==> src/rtl/alu_pkg.sv <==
// rtl/alu_pkg.sv - shared op encoding and compare-bit positions for alu_pipe
package alu_pkg;

  typedef enum logic [1:0] {
    ALU_ADD = 2'd0,
    ALU_SUB = 2'd1,
    ALU_CMP = 2'd2,
    ALU_AND = 2'd3
  } alu_op_t;

  localparam int CMP_GT_BIT = 0;
  localparam int CMP_EQ_BIT = 1;
  localparam int CMP_LT_BIT = 2;

endpackage

==> src/rtl/alu_core.sv <==
// rtl/alu_core.sv - combinational add/sub/compare/AND; zero/ovf flags only with ALU_PIPE_FLAGS_EN
module alu_core
  import alu_pkg::*;
#(
  parameter int WIDTH = 4
) (
  input  alu_op_t          op,
  input  logic [WIDTH-1:0] a,
  input  logic [WIDTH-1:0] b,
  output logic [WIDTH-1:0] result,
  output logic             carry,
  output logic             zero,
  output logic             ovf
);

  logic [WIDTH:0] w_sum;
  logic [WIDTH:0] w_diff;

  assign w_sum  = {1'b0, a} + {1'b0, b};
  assign w_diff = {1'b0, a} + {1'b0, ~b} + {{WIDTH{1'b0}}, 1'b1};

  always_comb begin
    result = '0;
    carry  = 1'b0;
    case (op)
      ALU_ADD: {carry, result} = w_sum;
      ALU_SUB: {carry, result} = w_diff;
      ALU_CMP: begin
        result[CMP_GT_BIT] = (a > b);
        result[CMP_EQ_BIT] = (a == b);
        result[CMP_LT_BIT] = (a < b);
      end
      ALU_AND: result = a & b;
      default: result = '0;
    endcase
  end

`ifdef ALU_PIPE_FLAGS_EN
  assign zero = (result == '0);

  always_comb begin
    ovf = 1'b0;
    case (op)
      ALU_ADD: ovf = (a[WIDTH-1] == b[WIDTH-1]) && (result[WIDTH-1] != a[WIDTH-1]);
      ALU_SUB: ovf = (a[WIDTH-1] != b[WIDTH-1]) && (result[WIDTH-1] != a[WIDTH-1]);
      default: ovf = 1'b0;
    endcase
  end
`else
  assign zero = 1'b0;
  assign ovf  = 1'b0;
`endif

endmodule

==> src/rtl/alu_pipe.sv <==
// rtl/alu_pipe.sv - two-stage valid/ready ALU pipeline; flags registered only with ALU_PIPE_FLAGS_EN
module alu_pipe
  import alu_pkg::*;
#(
  parameter int WIDTH = 4
) (
  input  logic             clk,
  input  logic             rst,
  input  logic             in_valid,
  output logic             in_ready,
  input  logic [1:0]       op,
  input  logic [WIDTH-1:0] a,
  input  logic [WIDTH-1:0] b,
  output logic             out_valid,
  input  logic             out_ready,
  output logic [WIDTH-1:0] result,
  output logic             carry,
  output logic             zero,
  output logic             ovf
);

  logic             r_v1;
  alu_op_t          r_op;
  logic [WIDTH-1:0] r_a;
  logic [WIDTH-1:0] r_b;
  logic             r_v2;
  logic [WIDTH-1:0] r_result;
  logic             r_carry;

  logic             w_adv1;
  logic             w_adv2;
  logic [WIDTH-1:0] w_result;
  logic             w_carry;
  logic             w_zero;
  logic             w_ovf;

  // A stage may load when it is empty or the stage after it is draining.
  assign w_adv2   = !r_v2 || out_ready;
  assign w_adv1   = !r_v1 || w_adv2;
  assign in_ready = w_adv1;

  always_ff @(posedge clk or posedge rst) begin
    if (rst) begin
      r_v1 <= 1'b0;
      r_op <= ALU_ADD;
      r_a  <= '0;
      r_b  <= '0;
    end else if (w_adv1) begin
      r_v1 <= in_valid;
      if (in_valid) begin
        r_op <= alu_op_t'(op);
        r_a  <= a;
        r_b  <= b;
      end
    end
  end

  alu_core #(.WIDTH(WIDTH)) u_core (
    .op     (r_op),
    .a      (r_a),
    .b      (r_b),
    .result (w_result),
    .carry  (w_carry),
    .zero   (w_zero),
    .ovf    (w_ovf)
  );

  always_ff @(posedge clk or posedge rst) begin
    if (rst) begin
      r_v2     <= 1'b0;
      r_result <= '0;
      r_carry  <= 1'b0;
    end else if (w_adv2) begin
      r_v2 <= r_v1;
      if (r_v1) begin
        r_result <= w_result;
        r_carry  <= w_carry;
      end
    end
  end

`ifdef ALU_PIPE_FLAGS_EN
  logic r_zero;
  logic r_ovf;

  always_ff @(posedge clk or posedge rst) begin
    if (rst) begin
      r_zero <= 1'b0;
      r_ovf  <= 1'b0;
    end else if (w_adv2 && r_v1) begin
      r_zero <= w_zero;
      r_ovf  <= w_ovf;
    end
  end

  assign zero = r_zero;
  assign ovf  = r_ovf;
`else
  // Core drives constant zeros here, so the ports stay tied low.
  assign zero = w_zero;
  assign ovf  = w_ovf;
`endif

  assign out_valid = r_v2;
  assign result    = r_result;
  assign carry     = r_carry;

endmodule

==> config.mk <==
export PLATFORM = sky130hd
export DESIGN_NAME = alu_pipe
export DESIGN_NICKNAME = d
export VERILOG_FILES = /design/src/rtl/alu_pkg.sv /design/src/rtl/alu_core.sv /design/src/rtl/alu_pipe.sv
export SDC_FILE = /design/constraint.sdc
export NUM_CORES = 1
export LEC_CHECK = 0
export CORE_MARGIN = 2
export CORE_UTILIZATION = 53
export CTS_BUF_LIST = sky130_fd_sc_hd__clkbuf_16
export CTS_CLUSTER_SIZE = 40
export DETAILED_ROUTE_END_ITERATION = 7
export GPL_TIMING_DRIVEN = 1
export PLACE_DENSITY_LB_ADDON = 0.2
export SLEW_MARGIN = 20
export SYNTH_ARGS = -nofsm -noshare
export SYNTH_HDL_FRONTEND = slang
export SYNTH_HIERARCHICAL = 1
export SYNTH_SLANG_ARGS = --single-unit
==> constraint.sdc <==
create_clock -name clk -period 6.4 [get_ports clk]
set_clock_uncertainty 0.2 [all_clocks]
set_input_delay 0.64 -clock clk [delete_from_list [all_inputs] [get_ports clk]]
set_output_delay 0.64 -clock clk [all_outputs]
set_load 0.02 [all_outputs]
# Word-level counts from Yosys, hierarchy flattened
# Cells that the tools add are included.
dict set report word_totals {
  regBits 17
  word_cells 28
}
dict set report op_classes {
  add_sub_neg 3
  n_lt_le_gt_ge 2
  n_eq_ne 4
  muxes 3
  bitwise_logic 2
  reduce_logical 7
}
# cell count
set ops {}
lappend ops {{3-bit case mux with 4 select lines} 1}
lappend ops {{4-bit by 4-bit adder with 5-bit output} 2}
lappend ops {{5-bit by 1-bit adder with 5-bit output (second input constant)} 1}
lappend ops {{4-bit bitwise AND} 1}
lappend ops {{2-bit == test (second input constant)} 2}
lappend ops {{4-bit == test} 1}
lappend ops {{4-bit greater-than comparator} 1}
lappend ops {{4-bit < comparator} 1}
lappend ops {{4-bit inverter} 1}
lappend ops {{2-bit AND reduction} 2}
lappend ops {{1-bit case mux with 3 select lines} 1}
lappend ops {{2-bit by 1-bit == test with 1-bit output (second input constant)} 1}
lappend ops {{1-bit zero test} 2}
lappend ops {{2-bit zero test} 1}
lappend ops {{1-bit logical OR} 2}
lappend ops {{1-bit case mux with 2 select lines} 1}

# Logic depth before layout (Yosys ltp)
dict set report logic_depth {
  ltp_word 4
  ltp_mapped 9
  mapped_depth_nobuf 9
}

# Modules after synthesis
# The synthesis kept the hierarchy.
# module instances cells_each area_per_inst_um2
set modules_own_cells {}
lappend modules_own_cells {alu_pipe 1 39 664.4}
lappend modules_own_cells {alu_core 1 53 421.7}

# Least setup slack after synthesis
# OpenSTA, ideal clock, no wires.
dict set report synth_timing {
  path_type {register to register}
  from {register r_a[0]}
  to {register r_result[0] (netlist: result[0])}
  arrival_time_ns 1.785
  setup_slack_ns 4.290
  stages_incl_launch_ff 10
  path_buffers 0
  period_less_slack_ns 2.110
  cell_sequence {dfrtp_1 -> inv_1 -> ha_1 -> inv_1 -> fa_1 -> a21o_1 -> a21oi_1 -> o311a_1 -> a21oi_1 -> mux2_2}
}
dict set report synth_between {
  elab_chain_cells 3
  word_cells_on_any_way 6
  classes_between {3 x add/sub; 1 x order compare; 1 x mux; 1 x bitwise}
}
# item line
set synth_lines {}
lappend synth_lines {{from (decl)} alu_pipe.sv:24} ;# logic [WIDTH-1:0] r_a;
lappend synth_lines {{from (signal assigned)} alu_pipe.sv:46} ;# r_a <= '0;
lappend synth_lines {{from (signal assigned)} alu_pipe.sv:52} ;# r_a <= a;
lappend synth_lines {{4-bit by 4-bit adder with 5-bit output} alu_core.sv:20} ;# assign w_diff = {1'b0, a} + {1'b0, ~b} + {{WIDTH{1'b0}}, 1'b1};
lappend synth_lines {{5-bit by 1-bit adder with 5-bit output} alu_core.sv:20}
lappend synth_lines {{3-bit case mux with 4 select lines (*)} alu_core.sv:25} ;# case (op)
lappend synth_lines {{named net w_result[0]} alu_pipe.sv:32} ;# logic [WIDTH-1:0] w_result;
lappend synth_lines {{to (signal assigned)} alu_pipe.sv:76} ;# r_result <= w_result;
lappend synth_lines {{to (decl)} alu_pipe.sv:27} ;# logic [WIDTH-1:0] r_result;
# Mark *: on every way through the listed nets, which the timed path passes. The rest lies on a longest branch.
# A chain may end at the register's enable or synchronous reset.

# Worst setup path in the final report
dict set report layout_timing {
  from {input out_ready}
  to {output in_ready}
}
dict set report layout_between {
  elab_chain_cells 2
}
# item line
set layout_lines {}
lappend layout_lines {{from (decl)} alu_pipe.sv:15} ;# input logic out_ready,
lappend layout_lines {{1-bit logical OR} alu_pipe.sv:38} ;# assign w_adv2 = !r_v2 || out_ready;
lappend layout_lines {{1-bit logical OR} alu_pipe.sv:39} ;# assign w_adv1 = !r_v1 || w_adv2;
lappend layout_lines {{to (decl)} alu_pipe.sv:10} ;# output logic in_ready,
# No other way between the ends.

==> metrics <==
status finished clean; Mapped Cells a little over 90; post-synthesis adder-cell area fraction 0.129; final setup fails 0; CTS Buf Count 3; # diodes 0; Flop pwr share 0.347; Warnings, synthesis 6; internal power ~0.00031 W; Syn Area/Cell about 12 um^2; Leak roughly 0.63 nW; crit path kind input port to output port; NumNets Final 137; Hold Crit Class flip-flop to flip-flop; Remaining DRCs 0; main combinational cell family by area after synthesis multiplexers; commonest non-fill, non-tap cell in the layout clkdlybuf4s50_1; Slew @ Worst Pin 0.637 ns; CTS resizes 0; crit path max fanout 3; Max Slew Vio Count 0; gr ovfl total 0; Routed WL roughly 1900 um; Die Y between 40 and 50 um; mux share of post-synthesis cell area 0.195; die width just under 50 um; initial antenna violation count 0; max-cap violations 0; Switch Pwr between 0.0001 and 0.00015 W; hold buffers post-CTS 0; area grow syn2layout 25.9%; vias in the first global route around 750; clock slew at reported path FFs 0.05 ns; most frequent cells in the layout 20 x clkdlybuf4s50_1, 17 x dfrtp_1, 15 x mux2_2; CTS tree built; PortBufs 20; RSZ-0062 raised after global routing no; GRT Util Overall 0.178; remaining antenna violation count 0; postcts setup bufs 0; fin crit share 0.427; fin util 0.704; top cells by area, synth dfrtp_1 39%, mux2_2 16%, ha_1 9.2%; Synth Area in Compound Gates 0.0783; HPWL after DPL roughly 1400 um; setup TNS 0 ns; root buffer cell clkbuf_16; Crit path required time 5.56 ns; proportion of layout cells with a drive suffix above 1 0.223; CTS Buffer Depth 2; Max VDD drop between 200 and 250 uV; drt pass-1 iters 4; Worst Hold Margin approximately 0.3 ns; CTS H-tree lvls 1; Slew headroom 0.575; largest net degree at the start of global routing 18; latest clock arrival within the worst-skew pair between 0.2 and 0.25 ns; Vias/cell 5.34; FF+latch count, synth 17; FP Rows 16; DRT iter0 DRCs 14; Simple-Gate Fraction of Synth Area 0.127; clock share of power 0.273; switching share of power 0.309; mapped cell area roughly 0.0011 mm^2; post-synthesis sequential area ratio 0.392; DIE AREA about 0.0024 mm^2; Synth area leader dfrtp_1; vias 742; Worst EP arrival roughly 1.9 ns; IO Pins 23; Cell variety after synth 31; xor and xnor area share after synthesis 0.0161; Pwr Total roughly 0.00044 W; Starting Density 0.559; GP Congestion roughly 0.85; drt wl/cell 13.5 um; CORE AREA a little under 0.002 mm^2; Worst setup EP type output port; Synth top area share 0.392; Hold Vio Cnt, Final 0; fin crit period 2.73 ns; Logic pwr share 0.380; Power per Cell Area between 300 and 400 mW/mm^2; CP Launch Type input port; first-pass GRT wire length 3290 um; Max Clk Rate between 0.3 and 0.4 GHz; clk sinks 17
## sequential cells by signal (all words and copies together) (netlist names)
signal     count
r_v1           1
r_a            4
result         4
carry          1
r_b            4
out_valid      1
r_op           2
## cell usage after synthesis
cell type  instances
nor3b_2            1
nand3b_4           1
ha_1               8
or2b_1             1
inv_1              8
nand2_8            1
o21ai_0            2
o311a_1            3
and3_1             1
nor2b_1            1
or2b_2             1
mux4_2             1
mux2i_1            2
buf_2              1
dfrtp_1           17
clkbuf_1           1
conb_1             1
fa_1               2
nand2b_1           1
and4_2             1
a21oi_1            4
nand2_1            6
buf_4              2
mux2_2            15
nor2_1             2
a211oi_2           1
xnor2_1            2
buf_6              1
a21o_1             1
nor3_1             2
o21ai_1            1
## power by group through the flow
stage | clock (W) | combinational [W] | sequential [W]
after CTS | 0.000125 | 0.000170 | 0.000154
after global routing | 0.000129 | 0.000183 | 0.000158
after detailed placement | 0 | 0.000169 | 0.000156
final | 0.000121 | 0.000168 | 0.000154
after global placement | 0 | 0.000164 | 0.000154
after floorplan | 0 | 0.000103 | 0.000167
## logic make-up (layout without fill, tap and decap cells)
family | Yosys count | count (layout)
compound gates | 12 | 12
xor+xnor | 2 | 2
buf+inv | 13 | 32
other cells | 1 | 2
mux | 18 | 18
fa+ha+maj | 10 | 10
simple gates | 19 | 19
flops | 17 | 17
## worst paths after layout
| kind | startpoint | endpoint | slack [ns] | cells past startpoint |
|---|---|---|---|---|
| worst max-delay path | out_ready | in_ready | 3.67 | 3 |
| worst min-delay path | result[1] | result[1] | 0.31 | 1 |
| worst max register to register | r_a[0] | result[0] | 4.04 | 9 |
| worst min register to register | result[1] | result[1] | 0.31 | 1 |
| max in group asynchronous | rst | r_b[1] | 5.01 | 2 |
| min in group asynchronous | rst | result[3] | 0.58 | 2 |
## layer usage
metal,track usage,share of wire,vias to the layer above,wire length (um)
li1,-,-,354,-
met1,0.225,0.45,365,846
met2,0.304,0.50,19,934
met3,0.0276,0.040,4,74
met4,0.0714,0.0091,0,17
met5,0,0,-,0
## stage by stage
stage,setup slack [ns],instance area (um^2),instances
final,3.67,1370,139
after global routing,3.62,1370,139
after CTS,3.66,1370,139
after detailed placement,3.67,1290,135
after global placement,3.68,1290,135
after floorplan,4.29,1090,93
## area by class of cell
type | count | area, um^2
Clock inverter | 1 | 3.75
Clock buffer | 3 | 75.1
Timing Repair Buffer | 20 | 200
Multi-Input combinational cell | 63 | 599
Sequential cell | 17 | 425
Fill cell | 151 | 574
Tap cell | 27 | 33.8
Inverter | 8 | 30.0
## critical path, cell delays in order
cell and delay, ns:
clkdlybuf4s50_1 0.47, nand3b_4 0.17, clkdlybuf4s50_1 0.61
No activity file was read; power rests on OpenSTA's default activity.
==> patch, RTL diff (config.mk and constraints unchanged) <==
`WIDTH` is set to 4 in 2 places; all go to 6.
--- a/src/rtl/alu_core.sv
+++ b/src/rtl/alu_core.sv
@@ -2,7 +2,7 @@
 module alu_core
   import alu_pkg::*;
 #(
-  parameter int WIDTH = 4
+  parameter int WIDTH = 6
 ) (
   input  alu_op_t          op,
   input  logic [WIDTH-1:0] a,
--- a/src/rtl/alu_pipe.sv
+++ b/src/rtl/alu_pipe.sv
@@ -2,7 +2,7 @@
 module alu_pipe
   import alu_pkg::*;
 #(
-  parameter int WIDTH = 4
+  parameter int WIDTH = 6
 ) (
   input  logic             clk,
   input  logic             rst,
Ports: changed (resized a, b and result); port bits go from 23 to 29. The function was not compared with the original's and may differ.
==> patch against the original RTL <==
  * Area after synthesis grew 44%
  * Cell count grew 35%
  * Sequential share of layout area shrank 0.76 points
  * Setup slack gained 0.025 ns
  * Global-route usage shrank 0.41 points
  * Wire length grew 47%
  * Non-clock buffer count grew 6
  * Design area grew 39%
  * Largest cell class unchanged
  * Count of clock-buffer cells in the layout is the same
  * Highest routed layer unchanged
  * Power grew 39%
  * Register-to-register slack lost 0.05 ns
  * Critical path depth is the same
  * Sequential cell count grew 6
==> patch: results (changes against the original RTL) <==
ys.flop_type: "sky130_fd_sc_hd__dfrtp_1"  # unchanged
largest_net_degree_at_the_start_of_global_routing: 24  # was 18
postSynth.asyncResetShare_pct: 100  # unchanged
synth.top_cells.by_area: "sky130_fd_sc_hd__dfrtp_1 (37%), sky130_fd_sc_hd__ha_1 (9.6%), sky130_fd_sc_hd__mux2_4 (9.6%), sky130_fd_sc_hd__mux2_2 (7.9%), sky130_fd_sc_hd__inv_1 (3.1%)"  # was sky130_fd_sc_hd__dfrtp_1 (39%), sky130_fd_sc_hd__mux2_2 (16%), sky130_fd_sc_hd__ha_1 (9.2%), sky130_fd_sc_hd__fa_1 (3.7%), sky130_fd_sc_hd__o311a_1 (2.8%)
cts-root-to-sink-buffers: 2  # unchanged
htree_levels: 1  # unchanged
grt_pass1_wl_um: 4530  # was 3290 µm
grt_pass1_vias: 1029  # was 752
critical_path_arrival_ns: 1.87  # was 1.89 ns
seq_area_frac_synth_pct: 36.7  # was 39.2%
numCtsBuffers: 3  # unchanged
critical_path_peak_fanout: 3  # unchanged
finalNetCount: 190  # was 137
avgSynthCellArea_um2: 11.8  # about the same
share_of_layout_cells_above_drive_strength_1_pct: 21.7  # was 22.3%
num_antenna_cells: 0  # unchanged
cts-resized-gates: 0  # unchanged
wl_um: 2750  # was 1870 µm
place_worst_setup_slack_ns: 3.69  # was 3.67 ns
globalplace.congestion: 0.771  # was 0.846
timing_worst_slew_pin_value_ns: 0.877  # was 0.637 ns
detailed_place.area_um2: 1820  # was 1290 µm²
all_layer_gr_usage_pct: 17.4  # was 17.8%
vias_per_cell: 5.52  # was 5.34
ir_worst_vdd_mv: 0.290  # was 0.226 mV
yosys_warnings: 6  # unchanged
cts_root_buf: "sky130_fd_sc_hd__clkbuf_16"  # unchanged
insertion_delay_ns: 0.25
antenna_found_initial: 0  # unchanged
drt_pass1_iterations: 4  # unchanged
dp.final_hpwl_um: 2080  # was 1450 µm
numPlacedInstances: 184  # was 135
outcome: "finished, final reports clean"  # unchanged
first_iteration_detailed_routing_drc_count: 30  # was 14
type_of_the_worst_min_delay_path: "reg2reg"  # unchanged
clk_transition_reported_paths_ns: 0.06
synth.distinct_cells: 45  # was 31
routedWlPerCell_um: 14.6  # was 13.5 µm
io_buffers: 26  # was 20
postCtsSetupBuffers: 0  # unchanged
commonest_cells_in_the_netlist: "sky130_fd_sc_hd__dfrtp_1 (23), sky130_fd_sc_hd__inv_1 (13), sky130_fd_sc_hd__ha_1 (12), sky130_fd_sc_hd__mux2_2 (11), sky130_fd_sc_hd__mux2_4 (10)"  # was sky130_fd_sc_hd__dfrtp_1 (17), sky130_fd_sc_hd__mux2_2 (15), sky130_fd_sc_hd__ha_1 (8), sky130_fd_sc_hd__inv_1 (8), sky130_fd_sc_hd__nand2_1 (6)
power_leakage_nw: 0.897  # was 0.629 nW
-- patch: cell families (layout without fill, tap and decap cells) --
kind of cell	after synthesis	after routing	synth area share (%)
XOR/XNOR	3	3	1.68
buffers and inverters	20	43	6.54
AND/OR/NAND/NOR	25	25	9.90
multiplexers	26	26	21.5
flip-flops	23	23	36.7
other	1	2	0.239
AO/OA/AOI/OAI	21	21	11.3
adder cells (fa/ha/maj)	14	14	12.1
-- patch: worst max-delay path: stages --
cell                              delay [ns]
sky130_fd_sc_hd__clkdlybuf4s50_1        0.47
sky130_fd_sc_hd__nand3b_4               0.15
sky130_fd_sc_hd__clkdlybuf4s50_1        0.61
-- patch: layer usage --
metal / part of all wire (%) / global-route usage (%) / wire, µm
met3: 3.6 / 2.64 / 100
met5: 0 / 0 / 0
met2: 52 / 31.1 / 1420
met4: 0.62 / 6.98 / 17
met1: 44 / 20.9 / 1220
-- patch: path summary, 6_finish.rpt --
| kind | from | end | cells past startpoint | slack [ns] |
|---|---|---|---|---|
| setup reg to reg | r_a[0] | result[0] | 10 | 3.99 |
| hold / removal | result[3] | result[3] | 1 | 0.30 |
| setup / recovery | out_ready | in_ready | 3 | 3.69 |
| hold reg to reg | result[3] | result[3] | 1 | 0.30 |
| max in group asynchronous | rst | r_a[1] | 2 | 4.79 |
| min in group asynchronous | rst | r_b[3] | 2 | 0.67 |
-- patch: per-stage QoR --
step / util, % / hold slack [ns]
floorplan: - / 0.276
global placement: 65.3 / 0.287
detailed placement: 65.3 / 0.293
CTS: 68.2 / 0.307
global route: 68.2 / 0.322
finish: 68.2 / 0.303
-- patch: final cells by class --
cell class	instances	area (µm²)
clock buffers	3	75.1
clock inverters	1	5.00
fillers	202	885
inverters	13	48.8
multi-input cells	91	893
flip-flops and latches	23	576
well taps	31	38.8
repair buffers	26	260
-- patch: power by group --
group	internal, mW	total [mW]	switching (mW)
Clock	0.0840	0.135	0.0506
Combinational	0.143	0.269	0.126
Sequential	0.180	0.211	0.0309
